$ cat src/rtl/clkgen_pkg.sv
// Shared definitions for the digital clock synthesizer family.
//   clog2               : ceil(log2(n)), constant-foldable
//   VGA_NUM / VGA_DEN   : 100 MHz -> 25.2 MHz ratio for 640x480 timing
//   `CLKGEN_CHECK(c, l) : elaboration-time parameter guard; emits a named
//                         generate block that raises $error when c is false
`ifndef CLKGEN_PKG_SV
`define CLKGEN_PKG_SV

`define CLKGEN_CHECK(cond, lbl) \
  if (!(cond)) begin : lbl \
    $error("clkgen: illegal parameter set"); \
  end

package clkgen_pkg;

  localparam int VGA_NUM = 63;
  localparam int VGA_DEN = 250;

  function automatic int clog2(input int n);
    int r;
    int v;
    r = 0;
    v = 1;
    while (v < n) begin
      v = v << 1;
      r = r + 1;
    end
    return r;
  endfunction

endpackage

`endif

$ cat src/rtl/reset_sync.sv
// Two-flop reset synchronizer: assertion is asynchronous, deassertion is
// aligned to clkin so rstn_s rises on the 2nd clkin edge after rst_n goes high.
//   clkin  : reference clock
//   rst_n  : raw asynchronous active-low reset
//   rstn_s : synchronized active-low reset
module reset_sync (
  input  logic clkin,
  input  logic rst_n,
  output logic rstn_s
);

  logic meta;

  always_ff @(posedge clkin or negedge rst_n) begin
    if (!rst_n) begin
      meta   <= 1'b0;
      rstn_s <= 1'b0;
    end else begin
      meta   <= 1'b1;
      rstn_s <= meta;
    end
  end

endmodule

$ cat src/rtl/gowin_rpll.sv
// Rational phase-accumulator clock synthesizer standing in for the vendor
// rPLL. f_clkout = f_clkin*NUM/DEN, jitter bounded by one clkin period.
//   clkin   : reference clock, sole clock of the block
//   rst_n   : asynchronous active-low reset
//   clkout  : synthesized clock (registered)
//   clkoutd : clkout / SDIV (registered)
//   lock    : set after LOCK_CNT clkout rises, held until reset
module gowin_rpll
  import clkgen_pkg::*;
#(
  parameter int NUM      = VGA_NUM,
  parameter int DEN      = VGA_DEN,
  parameter int SDIV     = 2,
  parameter int LOCK_CNT = 16
) (
  input  logic clkin,
  input  logic rst_n,
  output logic clkout,
  output logic clkoutd,
  output logic lock
);

  `CLKGEN_CHECK(NUM >= 1, g_chk_num)
  `CLKGEN_CHECK(2 * NUM <= DEN, g_chk_ratio)
  `CLKGEN_CHECK((SDIV % 2 == 0) && (SDIV >= 2), g_chk_sdiv)
  `CLKGEN_CHECK(LOCK_CNT >= 1, g_chk_lock)

  // acc < DEN and 2*NUM <= DEN, so acc+2*NUM < 2*DEN fits in clog2(DEN)+1 bits
  localparam int AW = clog2(DEN) + 1;
  localparam int DW = (SDIV / 2 > 1) ? clog2(SDIV / 2) : 1;
  localparam int LW = clog2(LOCK_CNT + 1);

  localparam logic [AW-1:0] STEP  = AW'(2 * NUM);
  localparam logic [AW-1:0] DENV  = AW'(DEN);
  localparam logic [DW-1:0] DLAST = DW'(SDIV / 2 - 1);
  localparam logic [LW-1:0] LMAX  = LW'(LOCK_CNT);

  logic          rstn_s;
  logic [AW-1:0] acc;
  logic [AW-1:0] sum;
  logic          tgl;
  logic          rise;
  logic [DW-1:0] dcnt;
  logic [LW-1:0] lcnt;

  reset_sync u_rst (
    .clkin  (clkin),
    .rst_n  (rst_n),
    .rstn_s (rstn_s)
  );

  // Each toggle is a half period; 2*NUM toggles per DEN clkin cycles.
  // rise marks the edge on which clkout's register goes 0->1, so the divider
  // and lock counter advance on the very same clkin edge as clkout rises.
  always_comb begin
    sum  = acc + STEP;
    tgl  = (sum >= DENV);
    rise = tgl & ~clkout;
  end

  always_ff @(posedge clkin or negedge rstn_s) begin
    if (!rstn_s) begin
      acc    <= '0;
      clkout <= 1'b0;
    end else if (tgl) begin
      acc    <= sum - DENV;
      clkout <= ~clkout;
    end else begin
      acc    <= sum;
    end
  end

  always_ff @(posedge clkin or negedge rstn_s) begin
    if (!rstn_s) begin
      dcnt    <= '0;
      clkoutd <= 1'b0;
    end else if (rise) begin
      if (dcnt == DLAST) begin
        dcnt    <= '0;
        clkoutd <= ~clkoutd;
      end else begin
        dcnt    <= dcnt + DW'(1);
      end
    end
  end

  // Saturating rise counter; lock is sticky until the next reset.
  always_ff @(posedge clkin or negedge rstn_s) begin
    if (!rstn_s) begin
      lcnt <= '0;
      lock <= 1'b0;
    end else if (rise && (lcnt != LMAX)) begin
      lcnt <= lcnt + LW'(1);
      if (lcnt == LMAX - LW'(1)) lock <= 1'b1;
    end
  end

endmodule

$ cat config.mk
export PLATFORM = sky130hd
export DESIGN_NAME = gowin_rpll
export DESIGN_NICKNAME = d
export VERILOG_FILES = /design/src/rtl/clkgen_pkg.sv /design/src/rtl/reset_sync.sv /design/src/rtl/gowin_rpll.sv
export SDC_FILE = /design/constraint.sdc
export NUM_CORES = 1
export LEC_CHECK = 0
export CAP_MARGIN = 20
export CORE_MARGIN = 2
export CORE_UTILIZATION = 40
export CTS_CLUSTER_DIAMETER = 40
export DETAILED_ROUTE_END_ITERATION = 10
export PLACE_DENSITY_LB_ADDON = 0.25
export SETUP_SLACK_MARGIN = 0.02
export SLEW_MARGIN = 10
export SYNTH_ARGS = -nofsm -noshare
export SYNTH_HDL_FRONTEND = slang
export SYNTH_SLANG_ARGS = --single-unit
export TNS_END_PERCENT = 5
$ cat constraint.sdc
create_clock -name clkin -period 0.8 [get_ports clkin]
set_input_delay 0.12 -clock clkin [delete_from_list [all_inputs] [get_ports clkin]]
set_output_delay 0.12 -clock clkin [all_outputs]
set_load 0.05 [all_outputs]
==> results.cfg <==
[timing]
skew_ns = 0.00106
fmax_mhz = 434
worst_hold_slack_ns = 0.193
setup_ws_ns = -1.51
rsz0062_at_grt = yes
setup_violations = 19
fin_crit_ns = 2.31
hold_violations = 0
setup_tns_ns = -22.35
finalMaxSlewViolations = 0
final.period_utilization_pct = 288

[layout]
drive_above_1_share_pct = 48.2
fin_nets = 148
fillerInstances = 210
multiInputGateArea_sq_um = 698
ff_latch_area_sq_um = 452
n_antenna_cell = 0
area_growth_pct = 46.7

[route]
wl_met2_um = 1210
avgViaCountPerCell = 5.02
wl_met3_um = 28
dr_total_vias = 838
ant_nets = 0
drtIter0Drc = 11
route.detailed.drc = 0
wl_per_cell_um = 13.6
first_pass_iters = 4
met1_length_um = 981
dr.max_layer_used = met4
routed_wl_um = 2270

[critical_path]
crit_path_end_kind = flip-flop
cp_slowest_cell = o41a_4
critPathBufInv = 1
cp_top_family = compound AO/OA/AOI/OAI gates
slowest_delay_ns = 0.53
crit_required_ns = 0.98
crit_chain = inv_2 -> ha_1 -> a21boi_4 -> xnor2_2 -> or2_4 -> o41a_4 -> nor2_4 -> mux2_4
reg2reg_depth = 8
cp.depth = 8
crit_type = flip-flop to flip-flop
arrival_ns = 2.49
worstPathMaxFanout = 4
crit_path_start_kind = flip-flop

[power]
power.leakage_uw = 0.000726
irDropWorstVdd_mv = 0.984
power_density_mw_per_mm2 = 899

[yosys]
synth_area_per_cell_sq_um = 11.4
synth_ff_type = dfrtp_1
syn_inst = 94
ys_async_sr_fraction_pct = 100
synth_mux_area_share_pct = 3.73
yosys-top-cells-area = dfrtp_1, ha_1, xnor2_1, xor2_1, mux2_4
synth-simple-area-share_pct = 17.8
synth_top_area_cell = dfrtp_1
syn-cell-area_sq_mm = 0.00107
synthTopCellsByCount = dfrtp_1, ha_1, nand2_1, xnor2_1, inv_1
synth-edff-count = 0
synth-warning-count = 0
synth_compound_area_share_pct = 12.6
synth_top_family_by_area = simple AND/OR/NAND/NOR gates
synth_fa_ha_area_share_pct = 9.32
synth_top_area_share_pct = 42.0
synth-xor-area-share_pct = 12.1
synth_nets = 104
synth_most_common_cell = dfrtp_1
ys_seq_elements = 18
synth.distinct_cells = 36
seq_area_frac_synth_pct = 42.0

[placed_design]
place.gp.congestion = 0.809
place_ws_ns = -1.59
hpwl_um = 1630
place.port_buffers = 4

[cts]
cts_tree = done
clock_latency_ns = 0.29
clock_sinks = 18
cts-buffers-inserted = 3
cts_root_buffer = clkbuf_4
htreeDepth = 1
clk_pin_slew_ns = 0.10
cts_buffer_depth = 2

[die]
die_area_sq_mm = 0.00311
dieWidth_um = 55.8
rows = 18
die_h_um = 55.8
start_util_pct = 42.9
coreArea_sq_mm = 0.00250
num_io_pins = 5

[global_routing]
grtUsageTotal_pct = 15.9
antenna_found_initial = 0
grt_pass1_wl_um = 3840
grt_pass1_vias = 894
grt_max_degree = 17
grt_overflow = 0

[min_path]
holdCritPathClass = flip-flop to async pin

[outcome]
status = finished with violations
violations = setup timing

[job]
maxCapViolations = 0
cell usage in the layout, fill, tap and decap left out, types with 2 or more instances in the layout:
cell / n
a21oi_1: 2
a31oi_1: 2
buf_12: 3
buf_4: 33
clkbuf_4: 3
dfrtp_1: 17
ha_1: 7
inv_1: 4
inv_2: 2
mux2_4: 2
nand2_1: 8
nand3_1: 3
nand3b_1: 2
nor2_1: 2
nor2b_1: 2
nor3_2: 2
o21ai_0: 2
xnor2_1: 5
xnor2_2: 3
xor2_1: 4
final cells by class:
type                    instances  share of cell area [%]
well taps                      30                    2.38
repair buffers                 39                    21.5
multi-input cells              70                    44.3
clock buffers                   4                    1.67
flip-flops and latches         18                    28.7
inverters                       6                    1.43
stage by stage:
stage | cells | power, uW | instance area (sq um) | utilization [%]
after detailed placement | 159 | 961 | 1430 | 57.1
after floorplan | 94 | 945 | 1090 | -
after global placement | 159 | 960 | 1430 | 57.1
after global routing | 167 | 1480 | 1580 | 63.0
final | 167 | 1420 | 1580 | 63.0
after CTS | 166 | 1450 | 1540 | 61.5
worst paths after layout:
kind                            slack (ns)      endpoint    startpoint
max in group asynchronous             0.16  u_rst.rstn_s         rst_n
min in group clkin                    0.36  u_rst.rstn_s    u_rst.meta
worst min-delay path                  0.19        acc[1]  u_rst.rstn_s
worst max register to register       -1.51       lcnt[4]        acc[2]
worst max-delay path                 -1.51       lcnt[4]        acc[2]
worst min register to register        0.19        acc[1]  u_rst.rstn_s
power by group:
group	total [uW]	internal, uW	switching, uW	leakage, uW
clock network	470	194	276	0.0000150
registers	915	914	1.19	0.000227
logic	30.3	10.8	19.5	0.000484
metal layers:
layer | vias up | track usage, %
li1 | 411 | -
met1 | 413 | 18.6
met2 | 8 | 27.0
met3 | 6 | 2.79
met4 | 0 | 9.76
met5 | - | 0
flip-flops by register name, summed over array words and instances, names as in the netlist:
name and cells:
lock 1, clkout 1, u_rst.meta 1, acc 8
lcnt 5, clkoutd 1, u_rst.rstn_s 1
timing repair:
action                     4_1_cts  5_1_grt
resized for setup               10        4
hold endpoints to repair         2        0
setup buffers                    2        1
setup endpoints to repair       19       19
pin swaps                        6        2
hold buffers                     1        0
cell families (layout without fill, tap and decap cells):
family | after synthesis | count (layout)
flops | 18 | 18
fa+ha+maj | 8 | 8
other cells | 1 | 1
buf+inv | 6 | 49
compound gates | 13 | 13
simple gates | 31 | 31
mux | 3 | 3
xor+xnor | 14 | 14
(Power assumes the default switching activity.)
